<file path="src/rtl/circ_sweep_pkg.sv">
// Shared encodings and constants for the circ340 self-test sweep.
// Golden masks give bit i = expected output for input vector i = {a,b,c,d}.
package circ_sweep_pkg;

    typedef enum logic [1:0] {
        ST_IDLE  = 2'd0,
        ST_APPLY = 2'd1,
        ST_DONE  = 2'd2
    } state_t;

    localparam int NVEC  = 16;
    localparam int IDX_W = 4;

    localparam logic [NVEC-1:0] CIRC340_E_GOLD = 16'hFFCA;
    localparam logic [NVEC-1:0] CIRC340_F_GOLD = 16'h1C1C;

    // Vector index as driven onto the circ340 inputs, a is the MSB.
    function automatic logic [IDX_W-1:0] vec_idx(input logic a, input logic b,
                                                 input logic c, input logic d);
        return {a, b, c, d};
    endfunction

endpackage

</file>
<file path="src/rtl/circ340_sweep_ctrl_if.sv">
// Host/datapath-facing signal bundle of the sweep controller.
// master = host side (start/abort plus the circ340 outputs), slave = controller.
interface circ340_sweep_ctrl_if;
    import circ_sweep_pkg::*;

    logic             start;
    logic             abort;
    logic             e_in;
    logic             f_in;
    logic             a_out;
    logic             b_out;
    logic             c_out;
    logic             d_out;
    logic             busy;
    logic             done;
    logic             pass;
    logic [NVEC-1:0]  e_tbl;
    logic [NVEC-1:0]  f_tbl;
    logic [IDX_W:0]   err_cnt;
    logic [IDX_W-1:0] first_err;
    logic             first_err_vld;

    modport master (
        output start, abort, e_in, f_in,
        input  a_out, b_out, c_out, d_out, busy, done, pass,
               e_tbl, f_tbl, err_cnt, first_err, first_err_vld
    );

    modport slave (
        input  start, abort, e_in, f_in,
        output a_out, b_out, c_out, d_out, busy, done, pass,
               e_tbl, f_tbl, err_cnt, first_err, first_err_vld
    );

endinterface

</file>
<file path="src/rtl/circ340.sv">
// circ340 combinational datapath: E,F = f(A,B,C,D).
// E is high for a=1 and for vectors 1,3,6,7; F is high for {b,c,d} in {010,011,100}.
module circ340 (
    input  logic i_a,
    input  logic i_b,
    input  logic i_c,
    input  logic i_d,
    output logic o_e,
    output logic o_f
);

    assign o_e = i_a | (~i_b & i_d) | (i_b & i_c);
    assign o_f = (~i_b & i_c) | (i_b & ~i_c & ~i_d);

endmodule

</file>
<file path="src/rtl/circ340_selftest_top.sv">
// Integration wrapper: one sweep controller driving one circ340 instance.
module circ340_selftest_top
    import circ_sweep_pkg::*;
#(
    parameter int unsigned SETTLE = 1
) (
    input  logic             clk,
    input  logic             rst,
    input  logic             i_start,
    input  logic             i_abort,
    output logic             o_busy,
    output logic             o_done,
    output logic             o_pass,
    output logic [NVEC-1:0]  o_e_tbl,
    output logic [NVEC-1:0]  o_f_tbl,
    output logic [IDX_W:0]   o_err_cnt,
    output logic [IDX_W-1:0] o_first_err,
    output logic             o_first_err_vld,
    output logic [IDX_W-1:0] o_vec
);

    circ340_sweep_ctrl_if u_bus ();

    assign u_bus.start = i_start;
    assign u_bus.abort = i_abort;

    circ340_sweep_ctrl #(
        .SETTLE (SETTLE),
        .E_GOLD (CIRC340_E_GOLD),
        .F_GOLD (CIRC340_F_GOLD)
    ) u_ctrl (
        .clk (clk),
        .rst (rst),
        .bus (u_bus.slave)
    );

    circ340 u_dp (
        .i_a (u_bus.a_out),
        .i_b (u_bus.b_out),
        .i_c (u_bus.c_out),
        .i_d (u_bus.d_out),
        .o_e (u_bus.e_in),
        .o_f (u_bus.f_in)
    );

    assign o_busy          = u_bus.busy;
    assign o_done          = u_bus.done;
    assign o_pass          = u_bus.pass;
    assign o_e_tbl         = u_bus.e_tbl;
    assign o_f_tbl         = u_bus.f_tbl;
    assign o_err_cnt       = u_bus.err_cnt;
    assign o_first_err     = u_bus.first_err;
    assign o_first_err_vld = u_bus.first_err_vld;
    assign o_vec           = vec_idx(u_bus.a_out, u_bus.b_out, u_bus.c_out, u_bus.d_out);

endmodule

</file>
<file path="src/rtl/circ340_sweep_ctrl.sv">
// Sweeps all 16 circ340 input vectors, captures E/F truth tables after a settle
// window and grades them against golden masks (pass, error count, first failing index).
module circ340_sweep_ctrl
    import circ_sweep_pkg::*;
#(
    parameter int unsigned      SETTLE = 1,
    parameter logic [NVEC-1:0]  E_GOLD = CIRC340_E_GOLD,
    parameter logic [NVEC-1:0]  F_GOLD = CIRC340_F_GOLD
) (
    input logic                 clk,
    input logic                 rst,
    circ340_sweep_ctrl_if.slave bus
);

    localparam logic [IDX_W-1:0] SETTLE_C = IDX_W'(SETTLE);
    localparam logic [IDX_W-1:0] LAST_IDX = IDX_W'(NVEC - 1);
    localparam logic [IDX_W:0]   ONE_ERR  = (IDX_W + 1)'(1);

    state_t           r_state;
    state_t           w_state_nxt;
    logic [IDX_W-1:0] r_idx;
    logic [IDX_W-1:0] r_cnt;
    logic [NVEC-1:0]  r_e_tbl;
    logic [NVEC-1:0]  r_f_tbl;
    logic [IDX_W:0]   r_err_cnt;
    logic [IDX_W-1:0] r_first_err;
    logic             r_first_err_vld;
    logic             r_pass;

    logic             w_clear;
    logic             w_tick;
    logic             w_sample;
    logic             w_last;
    logic             w_mis;
    logic [NVEC-1:0]  w_e_tbl;
    logic [NVEC-1:0]  w_f_tbl;

    always_ff @(posedge clk) begin
        if (rst) r_state <= ST_IDLE;
        else     r_state <= w_state_nxt;
    end

    // abort wins over a sample falling on the same edge
    always_comb begin
        w_state_nxt = r_state;
        w_clear     = 1'b0;
        w_tick      = 1'b0;
        w_sample    = 1'b0;
        case (r_state)
            ST_IDLE: begin
                if (bus.start && !bus.abort) begin
                    w_state_nxt = ST_APPLY;
                    w_clear     = 1'b1;
                end
            end
            ST_APPLY: begin
                if (bus.abort) begin
                    w_state_nxt = ST_IDLE;
                end else if (r_cnt == SETTLE_C) begin
                    w_sample = 1'b1;
                    if (w_last) w_state_nxt = ST_DONE;
                end else begin
                    w_tick = 1'b1;
                end
            end
            ST_DONE:  w_state_nxt = ST_IDLE;
            default:  w_state_nxt = ST_IDLE;
        endcase
    end

    assign w_last = (r_idx == LAST_IDX);
    assign w_mis  = (bus.e_in != E_GOLD[r_idx]) || (bus.f_in != F_GOLD[r_idx]);

    // tables with the current sample merged in, so pass can see vector 15
    always_comb begin
        w_e_tbl        = r_e_tbl;
        w_f_tbl        = r_f_tbl;
        w_e_tbl[r_idx] = bus.e_in;
        w_f_tbl[r_idx] = bus.f_in;
    end

    always_ff @(posedge clk) begin
        if (rst) begin
            r_idx           <= '0;
            r_cnt           <= '0;
            r_e_tbl         <= '0;
            r_f_tbl         <= '0;
            r_err_cnt       <= '0;
            r_first_err     <= '0;
            r_first_err_vld <= 1'b0;
            r_pass          <= 1'b0;
        end else if (w_clear) begin
            r_idx           <= '0;
            r_cnt           <= '0;
            r_e_tbl         <= '0;
            r_f_tbl         <= '0;
            r_err_cnt       <= '0;
            r_first_err     <= '0;
            r_first_err_vld <= 1'b0;
            r_pass          <= 1'b0;
        end else if (w_tick) begin
            r_cnt <= r_cnt + 1'b1;
        end else if (w_sample) begin
            r_e_tbl <= w_e_tbl;
            r_f_tbl <= w_f_tbl;
            r_cnt   <= '0;
            if (w_mis) begin
                r_err_cnt <= r_err_cnt + ONE_ERR;
                if (!r_first_err_vld) begin
                    r_first_err     <= r_idx;
                    r_first_err_vld <= 1'b1;
                end
            end
            // idx parks on the last vector through DONE/IDLE
            if (w_last) r_pass <= (w_e_tbl == E_GOLD) && (w_f_tbl == F_GOLD);
            else        r_idx  <= r_idx + 1'b1;
        end
    end

    assign bus.a_out         = r_idx[3];
    assign bus.b_out         = r_idx[2];
    assign bus.c_out         = r_idx[1];
    assign bus.d_out         = r_idx[0];
    assign bus.busy          = (r_state == ST_APPLY);
    assign bus.done          = (r_state == ST_DONE);
    assign bus.pass          = r_pass;
    assign bus.e_tbl         = r_e_tbl;
    assign bus.f_tbl         = r_f_tbl;
    assign bus.err_cnt       = r_err_cnt;
    assign bus.first_err     = r_first_err;
    assign bus.first_err_vld = r_first_err_vld;

endmodule

</file>
<file path="config.mk">
export PLATFORM = sky130hd
export DESIGN_NAME = circ340_selftest_top
export DESIGN_NICKNAME = d
export VERILOG_FILES = /design/src/rtl/circ_sweep_pkg.sv /design/src/rtl/circ340_sweep_ctrl_if.sv /design/src/rtl/circ340.sv /design/src/rtl/circ340_selftest_top.sv /design/src/rtl/circ340_sweep_ctrl.sv
export SDC_FILE = /design/constraint.sdc
export NUM_CORES = 1
export LEC_CHECK = 0
export BUFFER_PORTS_ARGS = -buffer_cell sky130_fd_sc_hd__buf_2
export CAP_MARGIN = 20
export CORE_UTILIZATION = 55
export DETAILED_ROUTE_END_ITERATION = 8
export GPL_TIMING_DRIVEN = 0
export PLACE_DENSITY = 0.79
export SLEW_MARGIN = 0
export SYNTH_ARGS = -nofsm -noshare
export SYNTH_HDL_FRONTEND = slang
export SYNTH_SLANG_ARGS = --single-unit
</file>
<file path="constraint.sdc">
create_clock -name clk -period 2.9 [get_ports clk]
set_clock_uncertainty 0.1 [all_clocks]
set_input_delay 0.435 -clock clk [delete_from_list [all_inputs] [get_ports clk]]
set_output_delay 0.435 -clock clk [all_outputs]
set_load 0.005 [all_outputs]
</file>
After elaboration in Yosys (flattened, before gate mapping). Memory sizes are Yosys's and may differ from the RTL's. A register that Yosys moved wholly into a read port is not among the register bits. Index checks and enable logic that the tools add are counted.

Add/subtract/negate cells: 3. Order comparisons: 2. Equality and inequality tests: 11. Multiplexer cells: 25. Bitwise logic cells: 14. Reduce and logical (&&, ||, !) cells: 14.

Operators by type and width (number): bitwise mux 16 bit (2); two-way mux 4 bit (6); equality test 16 x 13 -> 1 bit, second input constant (1); equality test 16 bit, second input constant (1); AND reduction 3 bit (4); two-way mux 1 bit (11); adder 4 x 1 -> 4 bit, second input constant (2); two-way mux 2 bit (4); inequality test 3 x 2 -> 1 bit, second input constant (2); NOT 1 bit (6); adder 5 x 1 -> 5 bit, second input constant (1); AND 1 bit (5); less-than comparator 4 x 5 -> 1 bit, second input constant (1); demux 1 bit (select 4 bit) (1); equality test 4 x 1 -> 1 bit, second input constant (1); equality test 4 bit, second input constant (1); >= comparator 4 x 1 -> 1 bit, second input constant (1); one-hot mux 2 bit (2 select lines) (1); AND reduction 4 bit (1); logical AND 1 bit (3); OR 1 bit (3); equality test 2 x 1 -> 1 bit, second input constant (1); equality test 2 bit, second input constant (1); logical NOT 2 bit (1); other kinds (7) (8).

Flip-flop bits (word level): 53. Memory bits (read-only): 32. Input port bits: 4. Output and inout bits: 49. Word-level logic and storage cells: 80. Memories: 2.

Memories: (name not given) (depth 16, bits a word 1, read ports 1, clocked after Yosys merged registers in 1, write ports 0, RTL line circ340_sweep_ctrl.sv:72) `assign w_mis = (bus.e_in != E_GOLD[r_idx]) || (bus.f_in != F_GOLD[r_idx]);`; (name not given) (depth 16, bits a word 1, read ports 1, clocked after Yosys merged registers in 1, write ports 0, RTL line circ340_sweep_ctrl.sv:72).

Logic depth before layout (Yosys ltp). Gate-level depths: netlist of run 1.

Word-level depth: 8. Depth in mapped cells: 11. Gate-level depth less buffers: 8.

By module. A second synthesis of run 1 with hierarchy kept.

Cells, all modules: 344. Area, all modules: 2905.3 um^2.

Modules (own cells, without submodules): circ340_sweep_ctrl (times used 1, cells each 336, area each 2844.0 um^2, seq. area each 1101.1 um^2); circ340 (times used 1, cells each 4, area each 31.3 um^2, seq. area each 0.0 um^2); circ340_selftest_top (times used 1, cells each 4, area each 30.0 um^2, seq. area each 0.0 um^2).

Worst setup path before layout of run 1. OpenSTA, ideal clock, no wires.

Kind: register -> register. Start: reg u_ctrl.r_idx[1]. End: reg u_ctrl.r_pass (netlist: u_ctrl.bus.pass). Library setup time: 0.069 ns. Data arrival time: 2.157 ns. Data required time: 2.731 ns. Path slack: 0.574 ns. Cell stages (with the launch flop): 10. Path buffers: 2. Period minus slack after synthesis: 2.326 ns. Cell sequence: dfxtp_1 -> buf_6 -> inv_1 -> ha_1 -> clkbuf_1 -> or4b_1 -> o21ai_1 -> a21oi_1 -> or4_1 -> o21ai_1.

Longest elaborated chain between the ends: 7. Elaborated cells on any way between the ends: 19. Classes of those cells: 2 x order compare; 3 x eq/ne; 4 x mux; 7 x bitwise; 3 x reduce/logical.

Ends and longest elaborated chain: from (decl) (RTL line circ340_sweep_ctrl.sv:21) `logic [IDX_W-1:0] r_idx;`; from (signal assigned) (RTL line circ340_sweep_ctrl.sv:116) `else r_idx <= r_idx + 1'b1;`; less-than comparator 4 x 5 -> 1 bit (not written as such) (tied with other cells) (RTL line circ340_sweep_ctrl.sv:78, circ340_sweep_ctrl.sv:79); logical AND 1 bit (not written as such) or AND 1 bit (tied branches) (RTL line circ340_sweep_ctrl.sv:78, circ340_sweep_ctrl.sv:79, circ340.sv:13); two-way mux 1 bit (not written as such) or AND 1 bit (tied branches) (RTL line circ340_sweep_ctrl.sv:78, circ340_sweep_ctrl.sv:79, circ340.sv:13); demux 1 bit (select 4 bit) or OR 1 bit (tied branches); bitwise mux 16 bit (on tied branches) (RTL line circ340_sweep_ctrl.sv:78, circ340_sweep_ctrl.sv:79); equality test 16 bit or equality test 16 x 13 -> 1 bit (tied branches) (RTL line circ340_sweep_ctrl.sv:115) `if (w_last) r_pass <= (w_e_tbl == E_GOLD) && (w_f_tbl == F_GOLD);`; logical AND 1 bit (RTL line circ340_sweep_ctrl.sv:115); to (signal assigned) (RTL line circ340_sweep_ctrl.sv:115); to (decl) (RTL line circ340_sweep_ctrl.sv:28) `logic r_pass;`.

Parallel ways exist; a longest one is shown, timed or not. A chain may end at the register's enable or synchronous reset.

Worst setup path in the final report of run 1. Same ends and word-level chain as after synthesis.

==> results of run 1 <==
-- per-stage QoR --
step                      util [%]  total power, mW
after floorplan                  -            0.799
after global placement        66.0            0.812
after detailed placement      66.0            0.813
after CTS                     67.8             1.24
after global routing          67.8             1.27
final                         67.8             1.23
-- Yosys cell counts, drive strengths merged (2+ instances only) --
cell type	number	area [um2]
clkbuf	13	48.8
a41oi	2	17.5
a21o	2	15.0
nor3b	4	45.1
a211oi	3	22.5
nand4b	2	17.5
o31ai	5	37.5
nor4b	2	17.5
o211ai	2	15.0
inv	12	45.0
a21oi	30	150
a2bb2oi	2	17.5
nor2	50	195
nand2b	10	62.6
buf	16	101
xor2	2	17.5
dfxtp	55	1100
nand4	7	43.8
xnor2	3	26.3
o21a	2	15.0
nand2	17	63.8
nand3b	2	15.0
nor4	2	12.5
mux2i	25	250
a32oi	2	17.5
nor2b	9	56.3
o21ai	14	70.1
and2	2	12.5
ha	7	87.6
and3	3	18.8
nor3	9	45.0
nand3	21	105
-- power groups by stage --
stage | Sequential [mW] | Combinational [mW] | Clock (mW)
after CTS | 0.757 | 0.0376 | 0.442
after floorplan | 0.775 | 0.0240 | 0
after global placement | 0.775 | 0.0369 | 0
final | 0.757 | 0.0380 | 0.439
after global routing | 0.758 | 0.0424 | 0.472
after detailed placement | 0.775 | 0.0376 | 0
-- critical path, stage by stage, from the launching register on --
cell and delay, ns:
dfxtp_1 0.36, buf_6 0.16, inv_1 0.25, ha_1 0.42, or4b_1 0.47, o21ai_1 0.09, a21oi_1 0.09, or4_1 0.52
o21ai_1 0.14
-- worst min-delay path by stage --
stage	startpoint	endpoint	cells after the start
5_1_grt	rst	u_ctrl.r_state[1]$_SDFFE_PP0P_	2
6_report	i_abort	u_ctrl.r_state[0]$_SDFFE_PP0P_	2
3_5_place_dp	u_ctrl.bus.first_err[3]$_SDFFE_PN0P_	u_ctrl.bus.first_err[3]$_SDFFE_PN0P_	2
3_3_place_gp	u_ctrl.bus.first_err[3]$_SDFFE_PN0P_	u_ctrl.bus.first_err[3]$_SDFFE_PN0P_	2
4_1_cts	rst	u_ctrl.r_state[1]$_SDFFE_PP0P_	2
2_1_floorplan	u_ctrl.bus.pass$_SDFFE_PN0P_	u_ctrl.bus.pass$_SDFFE_PN0P_	2
-- cells by family (layout without fill, tap and decap cells) --
kind of cell / Yosys count / after routing
AOI/OAI and AO/OA: 72 / 72
xor gates and xnor gates: 5 / 5
adders and majority gates: 7 / 7
buffers and inverters: 41 / 99
DFF: 55 / 55
muxes: 25 / 25
and+or+nand+nor: 143 / 143
-- cell type report --
type	instances	area, um2
multi-input combinational	252	1560
clock buffer	6	82.6
tap	67	83.8
clock inverter	1	5.00
fill	431	1560
inverter	12	45.0
sequential	55	1100
timing repair buffer	52	260
buffer	28	148
-- registers in the layout, indices dropped and copies added, names as in the netlist, named ones only --
signal / flops
u_ctrl.bus.f_tbl: 16
u_ctrl.bus.err_cnt: 5
u_ctrl.r_cnt: 4
u_ctrl.r_state: 2
u_ctrl.bus.pass: 1
u_ctrl.bus.e_tbl: 16
u_ctrl.bus.first_err: 4
u_ctrl.bus.first_err_vld: 1
u_ctrl.r_idx: 4
-- routing by layer --
| metal | vias up | wire, um | GRT usage, % |
|---|---|---|---|
| li1 | 1333 | - | - |
| met1 | 1270 | 3260 | 39.0 |
| met2 | 140 | 3390 | 46.5 |
| met3 | 19 | 601 | 5.01 |
| met4 | 0 | 130 | 10.7 |
| met5 | - | 0 | 0 |
-- cell usage in the layout, fill, tap and decap left out, types with 2 or more instances in the layout --
cell type,Yosys,final
buf_2,6,58
dfxtp_1,55,55
nor2_1,49,49
a21oi_1,30,30
mux2i_1,25,25
nand3_1,21,21
nand2_1,17,17
inv_1,12,12
clkbuf_1,13,11
nand2b_1,10,10
nor2b_1,9,9
o21ai_0,9,9
nor3_1,9,9
buf_4,7,7
nand4_1,7,7
ha_1,7,7
clkbuf_8,0,6
o31ai_1,5,5
o21ai_1,5,5
and3_1,3,3
nor3b_2,3,3
xnor2_1,3,3
a211oi_1,3,3
a21o_1,2,2
nand3b_1,2,2
and2_1,2,2
xor2_1,2,2
o211ai_1,2,2
nor4_1,2,2
buf_1,2,2
a41oi_1,2,2
o21a_1,2,2
nand4b_1,2,2
nor4b_1,2,2
a32oi_1,2,2
a2bb2oi_1,2,2
==> metrics.csv, run 1 <==
metric;value;unit
largest net degree at the start of global routing;16;
RSZ-0062 raised after global routing;no;
Site Rows;25;
Synth Area in Simple Gates;25.7;%
wire per inst;15.6;um
fin crit period;2.65;ns
number of global-route vias before repair;2465;
Setup crit end kind;flop;
final wirelength;7.39;mm
maximum resistive drop on vdd;0.208;mV
CTS Sinks;55;
core area;0.00485;mm2
total global-route track usage;28.9;%
type of origin of the critical path;flop;
PostCTS Resize Cnt;0;
Cell Area, Placed;0.00320;mm2
Sequential Power Share;61.4;%
Pins Over Slew Limit;0;
via count;2762;
Max Cap Viol;0;
Reg clk slew, reported paths;0.10;ns
Max FO, Critical Path;10;
worst skew pair latency;0.32;ns
CTS tree;built;
Final setup viols;0;
main combinational cell family by area after synthesis;simple AND/OR/NAND/NOR gates;
reg2reg start;u_ctrl.r_idx[1]$_SDFFE_PN0P_;
die width;74.1;um
Final period util;91.5;%
Setup CP Type;reg2reg;
Die Y;74.1;um
net switching power;0.281;mW
Die ar.;0.00549;mm2
Max clock buf depth;2;
post-synthesis xor/xnor area fraction;1.53;%
hold crit path type;in2reg;
status;finished clean;
Iteration-0 DRC Markers;284;
Yosys warning count;0;
root buffer cell;clkbuf_8;
Buffers on Ports;52;
synthesized net count;359;
reg2reg path depth;8;
diode count;0;
Leakage;1.45;nW
DRC;0;
first-pass GRT wire length;12.0;mm
share of layout cells above drive strength 1;19.2;%
FF+latch count, synth;55;
initial core utilization;58.9;%
post-synthesis compound-gate area fraction;15.5;%
internal power;0.953;mW
initial antenna violation count;0;
setup TNS;0;ns
final hold slack;0.229;ns
boundary pin count;53;
Post-Synth Adder-Cell Area;3.07;%
sequential-to-total area share from yosys stat;38.5;%
Area Growth Syn to Fin;15.0;%
final cell count without fillers;473;
Setup crit end;u_ctrl.bus.pass$_SDFFE_PN0P_;
GRT overflow;0;
GPL Wtd Cong;0.928;
WP data required;3.06;ns
Final #Nets;417;
combinational power share;3.1;%
vias per cell;5.84;
Setup Fix Bufs, Post-CTS;0;
fin area;0.00329;mm2
top_reg_cell synth;dfxtp_1;
Post-synth EDFFs;0;
dpl hpwl;5.46;mm
Slew Limit Headroom;61.4;%
Crit path arrival time;2.81;ns
TritonRoute pass-1 iters;6;
Netlist Area Pre-Place;0.00286;mm2
Syn Inst Count;348;
number of library cell types mapped by synthesis;49;
fmax;377;MHz
Clock power frac;35.6;%
CTS buffer count;5;
mux share of post-synthesis cell area;8.76;%
sw frac;22.8;%
Final WS setup;0.246;ns
pwr/cell area;376;mW/mm2
CTS H-tree lvls;2;
RR Endpoint;u_ctrl.bus.pass$_SDFFE_PN0P_;
syn_area_per_cell;8.21;um2
worst slack, placed;0.195;ns
reg2reg setup slack;0.25;ns
Critical Path Source;u_ctrl.r_idx[1]$_SDFFE_PN0P_;
antenna-violating nets left;0;
asr flop ratio synth;0;%
final hold vios;0;
hold_buf cts;0;
placed insts;467;
Worst Max-Slew Pin Slew;0.579;ns
No activity file was read; power rests on OpenSTA's default activity.
==> inputs of run 2 (changes only) <==
- REMOVE_ABC_BUFFERS: unset -> 1
==> run 2 against run 1 <==
Effect of this change: first-iteration DRC count down 71%; die area stayed put; register-to-register slack worse by 0.06 ns; utilization decreased by 2.8 points; largest cell class unchanged; critical endpoint unchanged.
==> metrics.csv, run 2 (synthesized netlist as in run 1, its figures left out) <==
metric;value;unit
first-pass GRT wire length;10.0;mm
Reg clk slew, reported paths;0.09;ns
Final Power;1.22;mW
Setup Fix Bufs, Post-CTS;0;
pwr/cell area;386;mW/mm2
maximum resistive drop on vdd;0.295;mV
DRC;0;
Critical Path Source;u_ctrl.r_idx[0]$_SDFFE_PN0P_;
largest net degree at the start of global routing;49;
CTS H-tree lvls;2;
type of origin of the critical path;flop;
dpl hpwl;4.27;mm
root buffer cell;clkbuf_8;
Site Rows;25;
core area;0.00485;mm2
Sequential Power Share;62.1;%
antenna-violating nets left;0;
GRT overflow;0;
Leakage;1.36;nW
status;finished clean;
sw frac;22.0;%
CTS buffer count;5;
Worst Max-Slew Pin Slew;1.01;ns
Die Y;74.1;um
GPL Wtd Cong;0.805;
initial core utilization;58.9;%
initial antenna violation count;0;
crit-path max cell delay;0.57;ns
CP Cell Sequence;inv_1 -> ha_1 -> nor2_1 -> nor4b_1 -> nand4b_1 -> or4_1 -> o21ai_1;
reg2reg start;u_ctrl.r_idx[0]$_SDFFE_PN0P_;
vias per cell;5.73;
Buffers on Ports;52;
Iteration-0 DRC Markers;83;
RSZ-0062 raised after global routing;no;
Crit path arrival time;2.87;ns
net switching power;0.268;mW
worst skew pair latency;0.31;ns
fin crit period;2.72;ns
hold crit path type;in2reg;
fmax;368;MHz
Final #Nets;389;
diode count;0;
TritonRoute pass-1 iters;4;
Setup CP Type;reg2reg;
boundary pin count;53;
die width;74.1;um
Final WS setup;0.185;ns
Max clock buf depth;2;
Max Cap Viol;0;
worst slack, placed;-0.622;ns
most frequent cells in the layout;dfxtp_1 (53), buf_2 (52), nor2_1 (49);
Slew Limit Headroom;32.7;%
CTS Sinks;55;
most common cell after layout, fill and taps aside;dfxtp_1;
via count;2551;
Max FO, Critical Path;21;
final wirelength;6.36;mm
Setup crit end kind;flop;
final hold slack;0.216;ns
total global-route track usage;23.6;%
Area Growth Syn to Fin;10.3;%
combinational power share;2.6;%
wire per inst;14.3;um
Clock power frac;35.2;%
Final period util;93.6;%
CTS tree;built;
Final setup viols;0;
Die ar.;0.00549;mm2
internal power;0.950;mW
number of global-route vias before repair;2087;
share of layout cells above drive strength 1;18.3;%
Slowest cell on crit path;ha_1;
Pins Over Slew Limit;0;
final hold vios;0;
WP data required;3.06;ns
HP Start;i_abort;
==> run 2: cell count changes in the layout (fill, tap and decap cells not counted), moves of 2 or more <==
cell      before  now
ha_2           0    2
clkbuf_1      11    0
buf_1          2    0
buf_2         58   52
dfxtp_1       55   53
buf_4          7    0
ha_1           7    5
==> run 2: path summary, 6_finish.rpt <==
kind	slack, ns	to	cells after the start
hold / removal	0.22	u_ctrl.r_state[0]$_SDFFE_PP0P_	2
setup / recovery	0.18	u_ctrl.bus.pass$_SDFFE_PN0P_	7
setup reg to reg	0.18	u_ctrl.bus.pass$_SDFFE_PN0P_	7
hold reg to reg	0.36	u_ctrl.bus.first_err[3]$_SDFFE_PN0P_	2
==> run 2: per-stage QoR <==
stage                     instance area, um2  util (%)  setup TNS [ns]  cells
final                                   3150      65.0               0    445
after global routing                    3150      65.0               0    445
after CTS                               3140      64.9               0    445
after detailed placement                3050      62.9          -0.765    438
after global placement                  3050      62.9          -0.770    438
after floorplan                         2710         -        -0.00651    319
==> run 2: area by class of cell <==
cell class,instances,area (um2)
multi-input combinational,252,1570
clock inverter,1,5.00
clock buffer,6,82.6
inverter,12,45.0
tap,67,83.8
sequential,55,1110
fill,426,1700
timing repair buffer,52,260
==> run 2: power by group through the flow <==
stage | clock, mW | sequential (mW) | combinational (mW)
floorplan | 0 | 0.775 | 0.0205
global placement | 0 | 0.775 | 0.0315
detailed placement | 0 | 0.775 | 0.0321
CTS | 0.438 | 0.756 | 0.0321
global route | 0.468 | 0.757 | 0.0362
finish | 0.429 | 0.756 | 0.0320
==> run 2: repair_timing <==
item	in CTS	in global routing
hold buffers	0	0
gates resized for setup	3	3
setup endpoints to repair	3	4
cloned	0	0
==> run 2: routing by layer <==
layer  GRT usage, %  wire, um  vias up
met3           4.74       295        8
met4           8.33        70        0
met5              0         0        -
met1           32.4      3070     1200
li1               -         -     1281
met2           36.8      2930       62
==> run 2: critical path, delay by kind of cell (launching register included) <==
family,cells,cell delay [ns]
simple gates,4,1.14
fa+ha+maj,1,0.57
flops,1,0.47
buf+inv,1,0.23
compound gates,1,0.14
==> inputs of run 3 (changes only) <==
- CORE_ASPECT_RATIO: unset -> 1.5
==> run 3 against run 2 <==
Effect of this change: clock power increased by 5.6%; combinational power decreased by 2%; global-route usage increased by 2.1 points; sequential cell count unchanged; cell count increased by 0.22%; fmax about the same; via count increased by 0.63%; worst setup slack improved by 0.0013 ns; critical endpoint unchanged; largest power group unchanged; highest routed layer unchanged.
==> metrics.csv, run 3 (synthesized netlist as in run 1, its figures left out) <==
metric;value;unit
status;finished clean;
setup TNS;0;ns
final hold vios;0;
TritonRoute pass-1 iters;4;
reg2reg setup slack;0.19;ns
Buffers on Ports;52;
Most common cell on crit path;o21ai_1;
WP data required;3.04;ns
Reg clk slew, reported paths;0.09;ns
Final Power;1.24;mW
fill count;448;
Max Cap Viol;0;
Pins Over Slew Limit;0;
DRC;0;
die width;60.8;um
Final WS setup;0.186;ns
CTS buffer count;5;
Setup CP Type;reg2reg;
CTS tree;built;
Cell Area, Placed;0.00305;mm2
root buffer cell;clkbuf_8;
maximum resistive drop on vdd;0.248;mV
Iteration-0 DRC Markers;118;
Largest delay share family, worst path;simple AND/OR/NAND/NOR gates;
boundary pin count;53;
Area Growth Syn to Fin;11.1;%
Buf/Inv on CP;1;
dpl hpwl;4.39;mm
wire per inst;14.7;um
antenna-violating nets left;0;
Slew Limit Headroom;39.7;%
GRT overflow;0;
final hold slack;0.232;ns
initial core utilization;58.0;%
Slowest cell on crit path;or4b_1;
Crit path arrival time;2.85;ns
diode count;0;
Max FO, Critical Path;17;
Final period util;93.6;%
share of layout cells above drive strength 1;18.2;%
RSZ-0062 raised after global routing;no;
fin crit period;2.71;ns
placed insts;437;
CTS Sinks;55;
Final #Nets;390;
final cell count without fillers;446;
largest net degree at the start of global routing;49;
pwr/cell area;391;mW/mm2
CP Cell Sequence;inv_1 -> ha_1 -> or4b_1 -> o21ai_1 -> a21oi_1 -> or4_1 -> o21ai_1;
GPL Wtd Cong;0.845;
worst slack, placed;-0.668;ns
core area;0.00493;mm2
Worst Max-Slew Pin Slew;0.904;ns
Site Rows;31;
Setup crit end kind;flop;
type of origin of the critical path;flop;
fin area;0.00317;mm2
Final setup viols;0;
Max clock buf depth;2;
initial antenna violation count;0;
fmax;368;MHz
Die ar.;0.00549;mm2
Leakage;1.37;nW
Finished Core Util;64.4;%
worst skew pair latency;0.30;ns
via count;2567;
number of global-route vias before repair;2253;
crit-path max cell delay;0.56;ns
first-pass GRT wire length;10.9;mm
hold crit path type;in2reg;
final wirelength;6.57;mm
CTS H-tree lvls;2;
total global-route track usage;25.7;%
most frequent cells in the layout;dfxtp_1 (53), buf_2 (52), nor2_1 (49);
vias per cell;5.76;
Die Y;90.3;um
most common cell after layout, fill and taps aside;dfxtp_1;
run 3: changes by cell type in the layout (fill, tap and decap cells not counted), sizes merged:
cell	change
clkbuf	+2
buf	+1
clkinv	-1
run 3: power breakdown:
part	internal [mW]	leakage [nW]	switching, mW
combinational	0.00727	0.878	0.0242
clock	0.218	0.0515	0.235
sequential	0.754	0.445	0.00174
run 3: timing repair:
action / in CTS / in global routing
buffers inserted: 0 / 1
endpoints found under the setup margin: 3 / 3
hold buffers: 0 / 0
resized for setup: 3 / 4
run 3: final cells by class:
cell class | count | area (um2) | share of cell area, %
well taps | 66 | 82.6 | 2.60
repair buffers | 53 | 272 | 8.55
multi-input cells | 252 | 1570 | 49.3
inverters | 12 | 45.0 | 1.42
flip-flops and latches | 55 | 1110 | 34.9
clock buffers | 8 | 100 | 3.15
run 3: path summary, 6_finish.rpt:
check,start,to,cells after the start
setup / recovery,u_ctrl.r_idx[1]$_SDFFE_PN0P_,u_ctrl.bus.pass$_SDFFE_PN0P_,7
hold / removal,rst,u_ctrl.r_state[1]$_SDFFE_PP0P_,2
setup reg to reg,u_ctrl.r_idx[1]$_SDFFE_PN0P_,u_ctrl.bus.pass$_SDFFE_PN0P_,7
hold reg to reg,u_ctrl.bus.first_err[3]$_SDFFE_PN0P_,u_ctrl.bus.first_err[3]$_SDFFE_PN0P_,2
run 3: routing by layer:
metal | vias up | part of all wire (%) | track usage [%]
li1 | 1279 | - | -
met1 | 1208 | 43 | 33.1
met2 | 68 | 51 | 42.2
met3 | 12 | 4.1 | 4.01
met4 | 0 | 2.1 | 8.90
met5 | - | 0 | 0
